## src/rtl/acc_block_sequencer_if.sv

```systemverilog
`default_nettype none
// ============================================================================
//  Module   : acc_block_sequencer_if
//  Brief    : Job request / status and memory-accumulator strobe bundle for
//             acc_block_sequencer. The 'error' signal exists only when
//             ACC_SEQ_RANGE_CHECK_EN is defined.
//  Revision : 1.0 - initial release
// ============================================================================
interface acc_block_sequencer_if;
  logic       start;
  logic [4:0] src_base;
  logic [5:0] count;
  logic [4:0] dst_addr;
  logic       busy;
  logic       done;
  logic [4:0] mem_address;
  logic       mem_read_enable;
  logic       mem_write_enable;
  logic       acc_clear;
  logic       acc_load;
  logic       acc_transfer;
`ifdef ACC_SEQ_RANGE_CHECK_EN
  logic       error;

  modport slave (
    input  start, src_base, count, dst_addr,
    output busy, done, mem_address, mem_read_enable, mem_write_enable,
           acc_clear, acc_load, acc_transfer, error
  );
  modport master (
    output start, src_base, count, dst_addr,
    input  busy, done, mem_address, mem_read_enable, mem_write_enable,
           acc_clear, acc_load, acc_transfer, error
  );
`else
  modport slave (
    input  start, src_base, count, dst_addr,
    output busy, done, mem_address, mem_read_enable, mem_write_enable,
           acc_clear, acc_load, acc_transfer
  );
  modport master (
    output start, src_base, count, dst_addr,
    input  busy, done, mem_address, mem_read_enable, mem_write_enable,
           acc_clear, acc_load, acc_transfer
  );
`endif
endinterface
`default_nettype wire

```

## src/rtl/acc_block_sequencer.sv

```systemverilog
`default_nettype none
// ============================================================================
//  Module   : acc_block_sequencer
//  Brief    : Runs one block-sum job: clear accumulator, read 'count' words
//             from src_base (addresses wrap mod 32), transfer the sum, write
//             it to dst_addr, pulse done. acc_load is the read strobe delayed
//             by MEM_LAT cycles.
//             Optional macro ACC_SEQ_RANGE_CHECK_EN: refuse jobs whose source
//             range would wrap past word 31 and pulse 'error' instead.
//  Revision : 1.0 - initial release
// ============================================================================
module acc_block_sequencer #(
  parameter int MEM_LAT = 1
) (
  input  logic                 clock,
  input  logic                 reset,
  acc_block_sequencer_if.slave bus
);

  typedef enum logic [2:0] {
    S_IDLE     = 3'd0,
    S_CLEAR    = 3'd1,
    S_READ     = 3'd2,
    S_DRAIN    = 3'd3,
    S_TRANSFER = 3'd4,
    S_WRITE    = 3'd5,
    S_DONE     = 3'd6
  } state_t;

  localparam logic [5:0] c_max_words  = 6'd32;
  localparam bit         c_has_drain  = (MEM_LAT > 0);
  localparam logic [5:0] c_drain_last = (MEM_LAT > 0) ? 6'(MEM_LAT - 1) : 6'd0;

  state_t     r_state;
  state_t     w_next_state;
  logic [4:0] r_src;
  logic [4:0] r_dst;
  logic [5:0] r_len;
  logic [5:0] r_idx;
  logic [4:0] r_addr_hold;
  logic [5:0] w_len_in;
  logic       w_range_bad;
  logic       w_accept;
  logic [4:0] w_addr;
  logic       w_rd;
  logic       w_wr;
  logic       w_clr;
  logic       w_xfer;
  logic       w_done;
  logic       w_load;

  // Requests for more than 32 words collapse to a full sweep of the memory.
  assign w_len_in = (bus.count > c_max_words) ? c_max_words : bus.count;

`ifdef ACC_SEQ_RANGE_CHECK_EN
  // A non-empty job whose source range would run past word 31 is refused.
  assign w_range_bad = (w_len_in != 6'd0) &&
                       ((7'(bus.src_base) + 7'(w_len_in)) > 7'd32);
`else
  assign w_range_bad = 1'b0;
`endif

  assign w_accept = (r_state == S_IDLE) && bus.start && !w_range_bad;

  // State register.
  always_ff @(posedge clock) begin
    if (reset) r_state <= S_IDLE;
    else       r_state <= w_next_state;
  end

  // Capture the job on the accepting edge; later input changes are ignored.
  always_ff @(posedge clock) begin
    if (reset) begin
      r_src <= '0;
      r_dst <= '0;
      r_len <= '0;
    end else if (w_accept) begin
      r_src <= bus.src_base;
      r_dst <= bus.dst_addr;
      r_len <= w_len_in;
    end
  end

  // Step counter for READ / DRAIN; restarts on every state change.
  always_ff @(posedge clock) begin
    if (reset || (w_next_state != r_state)) r_idx <= '0;
    else if ((r_state == S_READ) || (r_state == S_DRAIN)) r_idx <= r_idx + 6'd1;
  end

  // mem_address keeps its last driven value outside the strobe states.
  always_ff @(posedge clock) begin
    if (reset) r_addr_hold <= '0;
    else       r_addr_hold <= w_addr;
  end

  // Next-state decode and Moore strobes.
  always_comb begin
    w_next_state = r_state;
    w_addr       = r_addr_hold;
    w_rd         = 1'b0;
    w_wr         = 1'b0;
    w_clr        = 1'b0;
    w_xfer       = 1'b0;
    w_done       = 1'b0;
    case (r_state)
      S_IDLE: begin
        if (w_accept) w_next_state = (w_len_in == 6'd0) ? S_DONE : S_CLEAR;
      end
      S_CLEAR: begin
        w_clr        = 1'b1;
        w_next_state = S_READ;
      end
      S_READ: begin
        w_rd   = 1'b1;
        w_addr = r_src + r_idx[4:0];
        if (r_idx == (r_len - 6'd1))
          w_next_state = c_has_drain ? S_DRAIN : S_TRANSFER;
      end
      S_DRAIN: begin
        if (r_idx == c_drain_last) w_next_state = S_TRANSFER;
      end
      S_TRANSFER: begin
        w_xfer       = 1'b1;
        w_next_state = S_WRITE;
      end
      S_WRITE: begin
        w_wr         = 1'b1;
        w_addr       = r_dst;
        w_next_state = S_DONE;
      end
      S_DONE: begin
        w_done       = 1'b1;
        w_next_state = S_IDLE;
      end
      default: w_next_state = S_IDLE;
    endcase
  end

  // acc_load follows the read strobe by the memory latency.
  generate
    if (MEM_LAT == 0) begin : g_load_direct
      assign w_load = w_rd;
    end else begin : g_load_pipe
      logic [MEM_LAT-1:0] r_load_pipe;
      // Shift the read strobe down the latency line; reset flushes it.
      always_ff @(posedge clock) begin
        if (reset) begin
          r_load_pipe <= '0;
        end else begin
          r_load_pipe[0] <= w_rd;
          for (int k = 1; k < MEM_LAT; k++) r_load_pipe[k] <= r_load_pipe[k-1];
        end
      end
      assign w_load = r_load_pipe[MEM_LAT-1];
    end
  endgenerate

`ifdef ACC_SEQ_RANGE_CHECK_EN
  logic r_err;
  // One-cycle error pulse in the cycle after a refused start.
  always_ff @(posedge clock) begin
    if (reset) r_err <= 1'b0;
    else       r_err <= (r_state == S_IDLE) && bus.start && w_range_bad;
  end
  assign bus.error = r_err;
`endif

  assign bus.busy             = (r_state != S_IDLE);
  assign bus.done             = w_done;
  assign bus.mem_address      = w_addr;
  assign bus.mem_read_enable  = w_rd;
  assign bus.mem_write_enable = w_wr;
  assign bus.acc_clear        = w_clr;
  assign bus.acc_load         = w_load;
  assign bus.acc_transfer     = w_xfer;

endmodule
`default_nettype wire

```

## src/flat_wrapper.sv

```systemverilog
// flat-port wrapper written by rule: the top's interface ports become plain ports
module acc_block_sequencer_flat 
#(
  parameter int MEM_LAT = 1
)
  (clock, reset, bus_start, bus_src_base, bus_count, bus_dst_addr, bus_busy, bus_done, bus_mem_address, bus_mem_read_enable, bus_mem_write_enable, bus_acc_clear, bus_acc_load, bus_acc_transfer);
  acc_block_sequencer_if bus_i ();
  input  logic clock;
  input  logic reset;
  input wire logic [$bits(bus_i.start)-1:0] bus_start;
  input wire logic [$bits(bus_i.src_base)-1:0] bus_src_base;
  input wire logic [$bits(bus_i.count)-1:0] bus_count;
  input wire logic [$bits(bus_i.dst_addr)-1:0] bus_dst_addr;
  output wire logic [$bits(bus_i.busy)-1:0] bus_busy;
  output wire logic [$bits(bus_i.done)-1:0] bus_done;
  output wire logic [$bits(bus_i.mem_address)-1:0] bus_mem_address;
  output wire logic [$bits(bus_i.mem_read_enable)-1:0] bus_mem_read_enable;
  output wire logic [$bits(bus_i.mem_write_enable)-1:0] bus_mem_write_enable;
  output wire logic [$bits(bus_i.acc_clear)-1:0] bus_acc_clear;
  output wire logic [$bits(bus_i.acc_load)-1:0] bus_acc_load;
  output wire logic [$bits(bus_i.acc_transfer)-1:0] bus_acc_transfer;
  assign bus_i.start = bus_start;
  assign bus_i.src_base = bus_src_base;
  assign bus_i.count = bus_count;
  assign bus_i.dst_addr = bus_dst_addr;
  assign bus_busy = bus_i.busy;
  assign bus_done = bus_i.done;
  assign bus_mem_address = bus_i.mem_address;
  assign bus_mem_read_enable = bus_i.mem_read_enable;
  assign bus_mem_write_enable = bus_i.mem_write_enable;
  assign bus_acc_clear = bus_i.acc_clear;
  assign bus_acc_load = bus_i.acc_load;
  assign bus_acc_transfer = bus_i.acc_transfer;
  acc_block_sequencer #(.MEM_LAT(MEM_LAT)) u_core (.clock(clock), .reset(reset), .bus(bus_i));
endmodule
```

## config.mk

```make
export PLATFORM = sky130hd
export DESIGN_NAME = acc_block_sequencer_flat
export DESIGN_NICKNAME = d
export VERILOG_FILES = /design/src/rtl/acc_block_sequencer_if.sv /design/src/rtl/acc_block_sequencer.sv /design/src/flat_wrapper.sv
export SDC_FILE = /design/constraint.sdc
export NUM_CORES = 1
export LEC_CHECK = 0
export CAP_MARGIN = 0
export CELL_PAD_IN_SITES_DETAIL_PLACEMENT = 1
export CELL_PAD_IN_SITES_GLOBAL_PLACEMENT = 1
export CORE_MARGIN = 1.5
export CORE_UTILIZATION = 42
export CTS_CLUSTER_DIAMETER = 80
export DETAILED_ROUTE_END_ITERATION = 6
export PLACE_DENSITY = 0.85
export SYNTH_ARGS = -nofsm -noshare
export SYNTH_HDL_FRONTEND = slang
export SYNTH_SLANG_ARGS = --single-unit
```

## constraint.sdc

```tcl
create_clock -name clock -period 3.18 [get_ports clock]
set_input_delay 0.318 -clock clock [delete_from_list [all_inputs] [get_ports clock]]
set_output_delay 0.318 -clock clock [all_outputs]
set_load 0.01 [all_outputs]
```

== Word-level counts from Yosys, hierarchy flattened ==
Index checks and enable logic that the tools add are counted.

* Flip-flop bits (word level): 31
* Input port bits: 19
* Output and inout bits: 12
* Word-level logic and storage cells: 38

* Add/subtract/negate cells: 3
* $lt $le $gt $ge: 1
* Equality and inequality tests: 8
* Muxes and demuxes: 12
* Reduce and logical (&&, ||, !) cells: 7

{| class="wikitable"
|+ Operators by type and width
! cell !! number
|-
| one-hot mux 3 bit (6 select lines) || 1
|-
| logical NOT 6 bit || 2
|-
| 2-to-1 mux 3 bit || 4
|-
| one-hot mux 5 bit (2 select lines) || 1
|-
| == test 3 bit, second input constant || 3
|-
| adder 6 x 1 -> 6 bit, second input constant || 1
|-
| == test 3 x 2 -> 1 bit, second input constant || 2
|-
| == test 6 bit || 1
|-
| > comparator 6 bit, second input constant || 1
|-
| 2-to-1 mux 6 bit || 1
|-
| subtractor 6 x 1 -> 6 bit, second input constant || 1
|-
| adder 5 bit || 1
|-
| 2-to-1 mux 1 bit || 5
|-
| == test 3 x 1 -> 1 bit, second input constant || 1
|-
| logical NOT 3 bit || 1
|-
| inequality test 3 bit || 1
|-
| nonzero test 3 bit || 1
|-
| logical OR 1 bit || 2
|-
| logical AND 1 bit || 1
|}

== Longest topological paths before layout ==
Gate-level depths: netlist of run 1.

* Word-level depth: 8
* Mapped depth: 9
* Depth with buffers taken out: 7

== Worst setup path before layout of run 1 ==
OpenSTA, ideal clock, no wires.

* Kind: flip-flop to output port
* Start point: reg u_core.r_idx[0]
* End point: out bus_mem_address[4]
* Arrival time: 1.690 ns
* Required time: 2.862 ns
* Slack: 1.172 ns
* Cell stages (with the launch flop): 7
* Path buffers: 0
* Path through: dfxtp_1 -> ha_1 -> fa_1 -> a21o_1 -> a21oi_1 -> xnor2_1 -> a221o_1

* Word-level cells in the longest chain between the ends: 2

{| class="wikitable"
|+ Ends and longest elaborated chain
! item !! RTL line !! text
|-
| start: declaration || acc_block_sequencer.sv:39 || <nowiki>logic [5:0] r_idx;</nowiki>
|-
| start signal: assignment || acc_block_sequencer.sv:87 || <nowiki>else if ((r_state == S_READ) || (r_state == S_DRAIN)) r_idx <= r_idx + 6'd1;</nowiki>
|-
| adder 5 bit || acc_block_sequencer.sv:115 || <nowiki>w_addr = r_src + r_idx[4:0];</nowiki>
|-
| one-hot mux 5 bit (2 select lines) || acc_block_sequencer.sv:105 || <nowiki>case (r_state)</nowiki>
|-
| end: declaration || flat_wrapper.sv:16 || <nowiki>output wire logic [$bits(bus_i.mem_address)-1:0] bus_mem_address;</nowiki>
|}

No other way between the ends.

== Final worst setup path of run 1 ==
Same ends and word-level chain as after synthesis.

==> flow_summary.html, run 1 <==
<table>
<tr><th>Metric</th><th>Value</th></tr>
<tr><th colspan="2">Yosys</th></tr>
<tr><td>Count of unique library cells instantiated by Yosys</td><td>48</td></tr>
<tr><td>Async set-reset flop share out of synthesis</td><td>0%</td></tr>
<tr><td>Mux share of post-synthesis cell area</td><td>0%</td></tr>
<tr><td>Synthesized net count</td><td>232</td></tr>
<tr><td>Top cells by area in the synthesized netlist</td><td>sky130_fd_sc_hd__dfxtp_1 36%, sky130_fd_sc_hd__nand2_1 8.4%, sky130_fd_sc_hd__a21oi_1 7.8%, sky130_fd_sc_hd__ha_1 5.1%, sky130_fd_sc_hd__xnor2_1 5.1%</td></tr>
<tr><td>Number of warning messages in the yosys log</td><td>0</td></tr>
<tr><td>Area fraction of the dominant cell type after synthesis</td><td>35.8%</td></tr>
<tr><td>Commonest register cell after synthesis</td><td>sky130_fd_sc_hd__dfxtp_1</td></tr>
<tr><td>Synthesized area per cell</td><td>8.46 um2</td></tr>
<tr><td>Count of flip-flops with a built-in enable after synthesis</td><td>0</td></tr>
<tr><td>Commonest cells in the netlist</td><td>39 x sky130_fd_sc_hd__nand2_1, 31 x sky130_fd_sc_hd__dfxtp_1, 27 x sky130_fd_sc_hd__a21oi_1</td></tr>
<tr><td>Adder-cell share of the synthesized area</td><td>6.20%</td></tr>
<tr><td>Synthesized-area fraction occupied by xor and xnor cells</td><td>8.08%</td></tr>
<tr><td>Post-synthesis compound-gate area fraction</td><td>17.7%</td></tr>
<tr><td>Sequential area share after synthesis</td><td>35.8%</td></tr>
<tr><td>Combinational family with the most area after synthesis</td><td>simple AND/OR/NAND/NOR gates</td></tr>
<tr><td>Cell area after synthesis</td><td>0.00173 mm2</td></tr>
<tr><td>Most frequent cell after synthesis</td><td>sky130_fd_sc_hd__nand2_1</td></tr>
<tr><td>Area leader, netlist</td><td>sky130_fd_sc_hd__dfxtp_1</td></tr>
<tr><td>Number of instances in the synthesized netlist</td><td>205</td></tr>
<tr><td>Fraction of the mapped netlist area in simple logic gates</td><td>26.9%</td></tr>
<tr><td>Flip-flop and latch count after synthesis</td><td>31</td></tr>
<tr><th colspan="2">Worst setup path</th></tr>
<tr><td>Highest-delay cell along the critical path</td><td>sky130_fd_sc_hd__clkdlybuf4s50_1</td></tr>
<tr><td>Critical Path End Type</td><td>primary output</td></tr>
<tr><td>Setup CP Type</td><td>flop to primary output</td></tr>
<tr><td>Startpoint of the most critical setup path</td><td>u_core.r_idx[0]</td></tr>
<tr><td>Startpoint type of the worst setup path</td><td>flop</td></tr>
<tr><td>Worst stage delay on the critical path</td><td>0.48 ns</td></tr>
<tr><td>CP top delay family</td><td>compound AO/OA/AOI/OAI gates</td></tr>
<tr><td>Startpoint of the worst-slack reg-to-reg timing path</td><td>u_core.r_idx[1]</td></tr>
<tr><td>Data arrival time of the worst path</td><td>2.54 ns</td></tr>
<tr><td>Buffers &amp; Inverters on Critical Path</td><td>1</td></tr>
<tr><td>Highest fanout seen on the critical path</td><td>6</td></tr>
<tr><td>Reg-to-reg setup timing slack</td><td>1.11 ns</td></tr>
<tr><td>Worst EP required</td><td>2.86 ns</td></tr>
<tr><td>Logic depth of the worst register-to-register path</td><td>7</td></tr>
<tr><td>Critical register-to-register path endpoint</td><td>u_core.r_idx[0]</td></tr>
<tr><td>Sequence of cells on the critical path</td><td>ha_1, fa_1, a21o_1, a21oi_1, xnor2_1, a221o_1, clkdlybuf4s50_1</td></tr>
<tr><th colspan="2">STA</th></tr>
<tr><td>Achievable Freq</td><td>349 MHz</td></tr>
<tr><td>Clock Skews</td><td>0.00435 ns</td></tr>
<tr><td>Relative slew slack</td><td>48.5%</td></tr>
<tr><td>Unrepaired setup endpoints after global routing</td><td>false</td></tr>
<tr><td>Setup TNS</td><td>0 ns</td></tr>
<tr><td>Final number of max-transition violations</td><td>0</td></tr>
<tr><td>Worst-margin pin slew</td><td>0.768 ns</td></tr>
<tr><td>Hold violation total from the final report</td><td>0</td></tr>
<tr><td>Final period util</td><td>90.0%</td></tr>
<tr><td>Final-report setup violation count</td><td>0</td></tr>
<tr><td>Tmin final</td><td>2.86 ns</td></tr>
<tr><th colspan="2">CTS</th></tr>
<tr><td>Post-CTS sizing</td><td>0</td></tr>
<tr><td>Cts hold-fix bufs</td><td>0</td></tr>
<tr><td>Clock sinks</td><td>31</td></tr>
<tr><td>Clock-pin slew reported for the worst setup and hold paths after clock tree synthesis</td><td>0.06 ns</td></tr>
<tr><td>Clock H-tree levels</td><td>2</td></tr>
<tr><td>Maximum number of buffers from clock root to sink</td><td>2</td></tr>
<tr><td># Post-CTS Setup Buffers</td><td>0</td></tr>
<tr><td>Clock tree from TritonCTS</td><td>done</td></tr>
<tr><td>Clock root cell</td><td>sky130_fd_sc_hd__clkbuf_8</td></tr>
<tr><td>Worst skew pair latency</td><td>0.28 ns</td></tr>
<tr><td>TritonCTS buffer count</td><td>5</td></tr>
<tr><th colspan="2">Floorplanning</th></tr>
<tr><td>Top-level port count</td><td>31</td></tr>
<tr><td>Initial standard-cell utilization of the core</td><td>43.7%</td></tr>
<tr><td># rows</td><td>23</td></tr>
<tr><td>Die outline height</td><td>67.3 um</td></tr>
<tr><td>Die X</td><td>67.3 um</td></tr>
<tr><td>Core area</td><td>0.00397 mm2</td></tr>
<tr><td>Full die area</td><td>0.00452 mm2</td></tr>
<tr><th colspan="2">Route</th></tr>
<tr><td>Vias after detailed routing</td><td>1517</td></tr>
<tr><td>Detailed-routing iteration count for the pre-antenna-repair pass</td><td>4</td></tr>
<tr><td>Final WL</td><td>4320 um</td></tr>
<tr><td>Antenna-violating nets left</td><td>0</td></tr>
<tr><td>Number of design-rule violations left by the first detailed-router iteration</td><td>69</td></tr>
<tr><td>Residual DRC</td><td>0</td></tr>
<tr><td>Vias per std cell</td><td>5.36</td></tr>
<tr><td>Post-DR wirelength/cell</td><td>15.2 um</td></tr>
<tr><th colspan="2">GRT</th></tr>
<tr><td>Via count of the first global-routing pass</td><td>1552</td></tr>
<tr><td>Maximum number of pins on one net before global-route repair</td><td>26</td></tr>
<tr><td>GRT Total Usage</td><td>21.3%</td></tr>
<tr><td>Grt ovf</td><td>0</td></tr>
<tr><td>Initial antenna violation count</td><td>0</td></tr>
<tr><td>Global-route wire length before repair</td><td>7260 um</td></tr>
<tr><th colspan="2">Final layout</th></tr>
<tr><td>FF/Latch Area</td><td>621 um2</td></tr>
<tr><td>Antenna diode instance count</td><td>0</td></tr>
<tr><td>Fraction of layout instances using a drive strength above 1</td><td>7.30%</td></tr>
<tr><td>Filler instances</td><td>497</td></tr>
<tr><td>Multi-input combinational cell area</td><td>0.00102 mm2</td></tr>
<tr><td>Area added between synthesis and finish</td><td>22.0%</td></tr>
<tr><td>Post-layout instance area</td><td>0.00212 mm2</td></tr>
<tr><td>Number of nets in the finished design</td><td>261</td></tr>
<tr><th colspan="2">Outcome</th></tr>
<tr><td>Run status</td><td>finished, final reports clean</td></tr>
<tr><th colspan="2">Placed design</th></tr>
<tr><td>Number of input and output port buffers inserted</td><td>30</td></tr>
<tr><td>Placed standard-cell area</td><td>0.00204 mm2</td></tr>
<tr><td>Weighted congestion reported at the end of routability-driven placement</td><td>0.855</td></tr>
<tr><td>DP Wirelength</td><td>3210 um</td></tr>
<tr><th colspan="2">Hold path</th></tr>
<tr><td>Worst min-delay path class</td><td>flop to flop</td></tr>
<tr><td>Hold path cells</td><td>2</td></tr>
<tr><td>End of the worst hold path</td><td>u_core.r_src[3]</td></tr>
<tr><td>Beginning of the worst hold path</td><td>u_core.r_src[3]</td></tr>
<tr><th colspan="2">Power and ir drop</th></tr>
<tr><td>Final Total Pwr</td><td>892 uW</td></tr>
<tr><td>Worst IR Drop VDD</td><td>297 uV</td></tr>
<tr><td>Lkg Pwr</td><td>0.000856 uW</td></tr>
<tr><td>P per Cell Area</td><td>422 mW/mm2</td></tr>
<tr><th colspan="2">Run</th></tr>
<tr><td>Max Cap Viol</td><td>0</td></tr>
</table>
==> cell families (layout without fill, tap and decap cells) <==
logic type,after synthesis,after routing
flip-flops,31,31
AND/OR/NAND/NOR,86,86
AO/OA/AOI/OAI,48,48
buffers and inverters,16,44
adder cells (fa/ha/maj),8,8
XOR/XNOR,16,16
==> registers in the layout, indices dropped and copies added, names as in the netlist <==
signal / count
u_core.bus.acc_load: 1
u_core.r_addr_hold: 5
u_core.r_dst: 5
u_core.r_idx: 6
u_core.r_len: 6
u_core.r_src: 5
u_core.r_state: 3
==> worst reg2reg max path: cells and delay by family (launching register included) <==
family,cells,cell delay (ns)
AO/OA/AOI/OAI,3,0.94
adder cells (fa/ha/maj),1,0.20
AND/OR/NAND/NOR,2,0.26
flip-flops,1,0.50
buffers and inverters,1,0.10
==> cell usage in the layout, fill, tap and decap left out, types with 3 or more instances in the layout <==
| cell type | instances |
|---|---|
| sky130_fd_sc_hd__nor2b_1 | 4 |
| sky130_fd_sc_hd__and3_1 | 4 |
| sky130_fd_sc_hd__a21oi_1 | 27 |
| sky130_fd_sc_hd__dfxtp_1 | 31 |
| sky130_fd_sc_hd__clkdlybuf4s50_1 | 30 |
| sky130_fd_sc_hd__nand3b_1 | 7 |
| sky130_fd_sc_hd__ha_1 | 7 |
| sky130_fd_sc_hd__xnor2_1 | 10 |
| sky130_fd_sc_hd__inv_1 | 4 |
| sky130_fd_sc_hd__clkbuf_8 | 5 |
| sky130_fd_sc_hd__xor2_1 | 6 |
| sky130_fd_sc_hd__nand2_1 | 39 |
| sky130_fd_sc_hd__nor3_1 | 4 |
| sky130_fd_sc_hd__nor2_1 | 8 |
| sky130_fd_sc_hd__a21o_1 | 5 |
| sky130_fd_sc_hd__nand2b_1 | 3 |
==> per-stage QoR <==
stage | utilization (%) | hold WS, ns | instances | setup slack [ns]
floorplan | - | 0.390 | 205 | 1.17
global placement | 51.4 | 0.440 | 277 | 0.680
detailed placement | 51.4 | 0.458 | 277 | 0.619
CTS | 53.3 | 0.466 | 283 | 0.299
global route | 53.3 | 0.489 | 283 | 0.192
finish | 53.3 | 0.462 | 283 | 0.318
==> worst max-delay path by stage <==
stage / endpoint / slack (ns) / cells past startpoint
2_1_floorplan: bus_mem_address[4] / 1.17 / 6
3_3_place_gp: bus_mem_address[4] / 0.68 / 7
3_5_place_dp: bus_mem_address[4] / 0.62 / 7
4_1_cts: bus_mem_address[4] / 0.30 / 7
5_1_grt: bus_mem_address[4] / 0.19 / 7
6_report: bus_mem_address[4] / 0.32 / 7
==> final cells by class <==
cell class                 instances  area share, %
sequential                        31           29.3
multi-input combinational        158           48.3
inverter                           6           1.12
clock buffer                       6           3.43
timing repair buffer              32           14.9
tap                               50           2.96
==> report_power, final <==
group	switching (uW)	internal, uW
clock	135	146
combinational	92.8	86.9
sequential	23.2	409
==> per-layer routing <==
layer,global-route usage (%),share of wire (%)
met1,26.6,47
met2,36.4,49
met3,4.67,2.3
met4,6.63,1.4
met5,0,0
Power figures use the tool's default switching activity.
==> inputs of run 2 (changes only) <==
CORE_MARGIN = default   (was 1.5)
==> flow_summary.html, run 2 (synthesis gave the netlist of run 1 again) <==
<table>
<tr><th>Metric</th><th>Value</th></tr>
<tr><th colspan="2">Worst setup path</th></tr>
<tr><td>Logic depth of the worst register-to-register path</td><td>7 (unchanged)</td></tr>
<tr><td>Critical Path End Type</td><td>primary output</td></tr>
<tr><td>Startpoint type of the worst setup path</td><td>flop</td></tr>
<tr><td>Worst EP required</td><td>2.86 ns (about the same)</td></tr>
<tr><td>Data arrival time of the worst path</td><td>2.51 ns (-0.03 ns)</td></tr>
<tr><td>Setup CP Type</td><td>flop to primary output</td></tr>
<tr><td>Startpoint of the worst-slack reg-to-reg timing path</td><td>u_core.r_state[1]</td></tr>
<tr><td>Reg-to-reg setup timing slack</td><td>1.15 ns (+0.04 ns)</td></tr>
<tr><td>Highest fanout seen on the critical path</td><td>6 (unchanged)</td></tr>
<tr><td>Critical register-to-register path endpoint</td><td>u_core.r_idx[1]</td></tr>
<tr><th colspan="2">Hold path</th></tr>
<tr><td>Beginning of the worst hold path</td><td>u_core.r_dst[3]</td></tr>
<tr><td>End of the worst hold path</td><td>u_core.r_dst[3]</td></tr>
<tr><td>Worst min-delay path class</td><td>flop to flop</td></tr>
<tr><td>Hold path cells</td><td>2 (unchanged)</td></tr>
<tr><th colspan="2">Floorplanning</th></tr>
<tr><td># rows</td><td>22 (-4.3%)</td></tr>
<tr><td>Die outline height</td><td>66.3 um (-1.5%)</td></tr>
<tr><td>Initial standard-cell utilization of the core</td><td>45.7% (+2.0 points)</td></tr>
<tr><td>Top-level port count</td><td>31 (unchanged)</td></tr>
<tr><td>Core area</td><td>0.00380 mm2 (-4.3%)</td></tr>
<tr><td>Full die area</td><td>0.00439 mm2 (-3.0%)</td></tr>
<tr><td>Die X</td><td>66.3 um (-1.5%)</td></tr>
<tr><th colspan="2">GRT</th></tr>
<tr><td>Grt ovf</td><td>0 (unchanged)</td></tr>
<tr><td>Initial antenna violation count</td><td>0 (unchanged)</td></tr>
<tr><td>Met2 GRT Util</td><td>36.6% (+0.22 points)</td></tr>
<tr><td>Maximum number of pins on one net before global-route repair</td><td>25 (-3.8%)</td></tr>
<tr><td>Global-route wire length before repair</td><td>7100 um (-2.2%)</td></tr>
<tr><td>Met1 usage in global routing</td><td>27.2% (+0.50 points)</td></tr>
<tr><td>Most congested layer reported by global routing</td><td>met2</td></tr>
<tr><td>GRT Total Usage</td><td>21.9% (+0.61 points)</td></tr>
<tr><td>Via count of the first global-routing pass</td><td>1514 (-2.4%)</td></tr>
<tr><td>Met3 demand-to-capacity share in global routing</td><td>4.66% (-0.011 points)</td></tr>
<tr><th colspan="2">STA</th></tr>
<tr><td>Hold slack</td><td>0.465 ns (+0.00308 ns)</td></tr>
<tr><td>Final number of max-transition violations</td><td>0 (unchanged)</td></tr>
<tr><td>Unrepaired setup endpoints after global routing</td><td>false</td></tr>
<tr><td>Worst-margin pin slew</td><td>0.726 ns (-0.0426 ns)</td></tr>
<tr><td>Clock Skews</td><td>0.00328 ns (-0.00107 ns)</td></tr>
<tr><td>Tmin final</td><td>2.83 ns (-0.0363 ns)</td></tr>
<tr><td>Relative slew slack</td><td>51.3% (+2.9 points)</td></tr>
<tr><td>Hold violation total from the final report</td><td>0 (unchanged)</td></tr>
<tr><td>Final-report setup violation count</td><td>0 (unchanged)</td></tr>
<tr><td>Final period util</td><td>88.9% (-1.1 points)</td></tr>
<tr><td>Setup TNS</td><td>0 ns (unchanged)</td></tr>
<tr><td>Achievable Freq</td><td>354 MHz (+1.3%)</td></tr>
<tr><th colspan="2">CTS</th></tr>
<tr><td>Clock tree from TritonCTS</td><td>done</td></tr>
<tr><td>Worst skew pair latency</td><td>0.28 ns (about the same)</td></tr>
<tr><td>Clock H-tree levels</td><td>2 (unchanged)</td></tr>
<tr><td>Maximum number of buffers from clock root to sink</td><td>2 (unchanged)</td></tr>
<tr><td>Cts hold-fix bufs</td><td>0 (unchanged)</td></tr>
<tr><td>Clock root cell</td><td>sky130_fd_sc_hd__clkbuf_8</td></tr>
<tr><td>Post-CTS sizing</td><td>0 (unchanged)</td></tr>
<tr><td># Post-CTS Setup Buffers</td><td>0 (unchanged)</td></tr>
<tr><td>Clock sinks</td><td>31 (unchanged)</td></tr>
<tr><td>Clock-pin slew reported for the worst setup and hold paths after clock tree synthesis</td><td>0.06 ns (about the same)</td></tr>
<tr><td>TritonCTS buffer count</td><td>5 (unchanged)</td></tr>
<tr><th colspan="2">Route</th></tr>
<tr><td>Number of design-rule violations left by the first detailed-router iteration</td><td>59 (-14%)</td></tr>
<tr><td>Vias after detailed routing</td><td>1479 (-2.5%)</td></tr>
<tr><td>Post-DR wirelength/cell</td><td>15.0 um (-1.5%)</td></tr>
<tr><td>Residual DRC</td><td>0 (unchanged)</td></tr>
<tr><td>Vias per std cell</td><td>5.23 (-2.5%)</td></tr>
<tr><td>Detailed-routing iteration count for the pre-antenna-repair pass</td><td>4 (unchanged)</td></tr>
<tr><td>Final WL</td><td>4250 um (-1.5%)</td></tr>
<tr><td>Antenna-violating nets left</td><td>0 (unchanged)</td></tr>
<tr><th colspan="2">Final layout</th></tr>
<tr><td>Largest registers</td><td>u_core.r_idx x6, u_core.r_len x6</td></tr>
<tr><td>Number of nets in the finished design</td><td>261 (unchanged)</td></tr>
<tr><td>Most frequent cells in the layout</td><td>39 x sky130_fd_sc_hd__nand2_1, 31 x sky130_fd_sc_hd__dfxtp_1, 30 x sky130_fd_sc_hd__clkdlybuf4s50_1</td></tr>
<tr><td>Area added between synthesis and finish</td><td>22.4%</td></tr>
<tr><td>Fraction of layout instances using a drive strength above 1</td><td>7.66% (+0.36 points)</td></tr>
<tr><td>Filler instances</td><td>454 (-8.7%)</td></tr>
<tr><td>Post-layout instance area</td><td>0.00212 mm2 (+0.30%)</td></tr>
<tr><td>Leading cell type in the layout, fill and taps excluded</td><td>sky130_fd_sc_hd__nand2_1</td></tr>
<tr><td>Antenna diode instance count</td><td>0 (unchanged)</td></tr>
<tr><td>Final cell count without fillers</td><td>283 (unchanged)</td></tr>
<tr><th colspan="2">Power and ir drop</th></tr>
<tr><td>Final Total Pwr</td><td>903 uW (+1.3%)</td></tr>
<tr><td>P per Cell Area</td><td>426 mW/mm2 (+0.96%)</td></tr>
<tr><td>Lkg Pwr</td><td>0.000861 uW (+0.59%)</td></tr>
<tr><td>Worst IR Drop VDD</td><td>239 uV (-19%)</td></tr>
<tr><th colspan="2">Run</th></tr>
<tr><td>Max Cap Viol</td><td>0 (unchanged)</td></tr>
<tr><th colspan="2">Placed design</th></tr>
<tr><td>Number of cells after detailed placement</td><td>275 (-0.72%)</td></tr>
<tr><td>Number of input and output port buffers inserted</td><td>30 (unchanged)</td></tr>
<tr><td>Placed standard-cell area</td><td>0.00204 mm2 (-0.12%)</td></tr>
<tr><td>Weighted congestion reported at the end of routability-driven placement</td><td>0.873 (+2.0%)</td></tr>
<tr><td>DP Wirelength</td><td>3240 um (+1.1%)</td></tr>
<tr><th colspan="2">Outcome</th></tr>
<tr><td>Run status</td><td>finished, final reports clean</td></tr>
</table>
run 2: how the worst max path moves through the flow:
stage	end	start	slack (ns)	depth (start not counted)
after detailed placement	bus_mem_address[4]	u_core.r_idx[0]	0.65	7
after floorplan	bus_mem_address[4]	u_core.r_idx[0]	1.17	6
after global placement	bus_mem_address[4]	u_core.r_idx[0]	0.67	7
after global routing	bus_mem_address[4]	u_core.r_idx[0]	0.21	7
after CTS	bus_mem_address[4]	u_core.r_idx[0]	0.34	7
final	bus_mem_address[4]	u_core.r_idx[0]	0.35	7
run 2: worst max-delay path, cell delays in order, from the launching register on:
cell	delay [ns]
sky130_fd_sc_hd__dfxtp_1	0.37
sky130_fd_sc_hd__ha_1	0.25
sky130_fd_sc_hd__fa_1	0.40
sky130_fd_sc_hd__a21o_1	0.17
sky130_fd_sc_hd__a21oi_1	0.16
sky130_fd_sc_hd__xnor2_1	0.10
sky130_fd_sc_hd__a221o_1	0.31
sky130_fd_sc_hd__clkdlybuf4s50_1	0.48
run 2: layout make-up:
| type | count | area [um2] | share of cell area [%] |
|---|---|---|---|
| clock buffer | 7 | 76.3 | 3.60 |
| tap | 48 | 60.1 | 2.83 |
| clock inverter | 1 | 5.00 | 0.236 |
| multi-input combinational | 158 | 1020 | 48.1 |
| timing repair buffer | 32 | 315 | 14.9 |
| inverter | 6 | 23.8 | 1.12 |
| sequential | 31 | 621 | 29.2 |
run 2: layer usage:
layer | up-vias | share of wire, %
met3 | 6 | 2.3
li1 | 766 | -
met5 | - | 0
met4 | 0 | 1.5
met1 | 688 | 48
met2 | 19 | 48
run 2: power by group:
group | total (uW) | internal [uW] | switching, uW
Combinational | 179 | 86.8 | 92.6
Sequential | 431 | 409 | 22.6
Clock | 293 | 153 | 139
Total | 903 | 649 | 255
run 2: stage by stage:
| stage | worst slack (ns) | util, % |
|---|---|---|
| finish | 0.354 | 55.9 |
| global route | 0.213 | 55.9 |
| CTS | 0.343 | 55.9 |
| detailed placement | 0.647 | 53.7 |
| global placement | 0.674 | 53.7 |
| floorplan | 1.17 | - |
==> inputs of run 3 (changes only) <==
SLEW_MARGIN = 20   (was default)
==> results of run 3 <==
No change in the layout: final DEF, timing and power equal those of run 2.
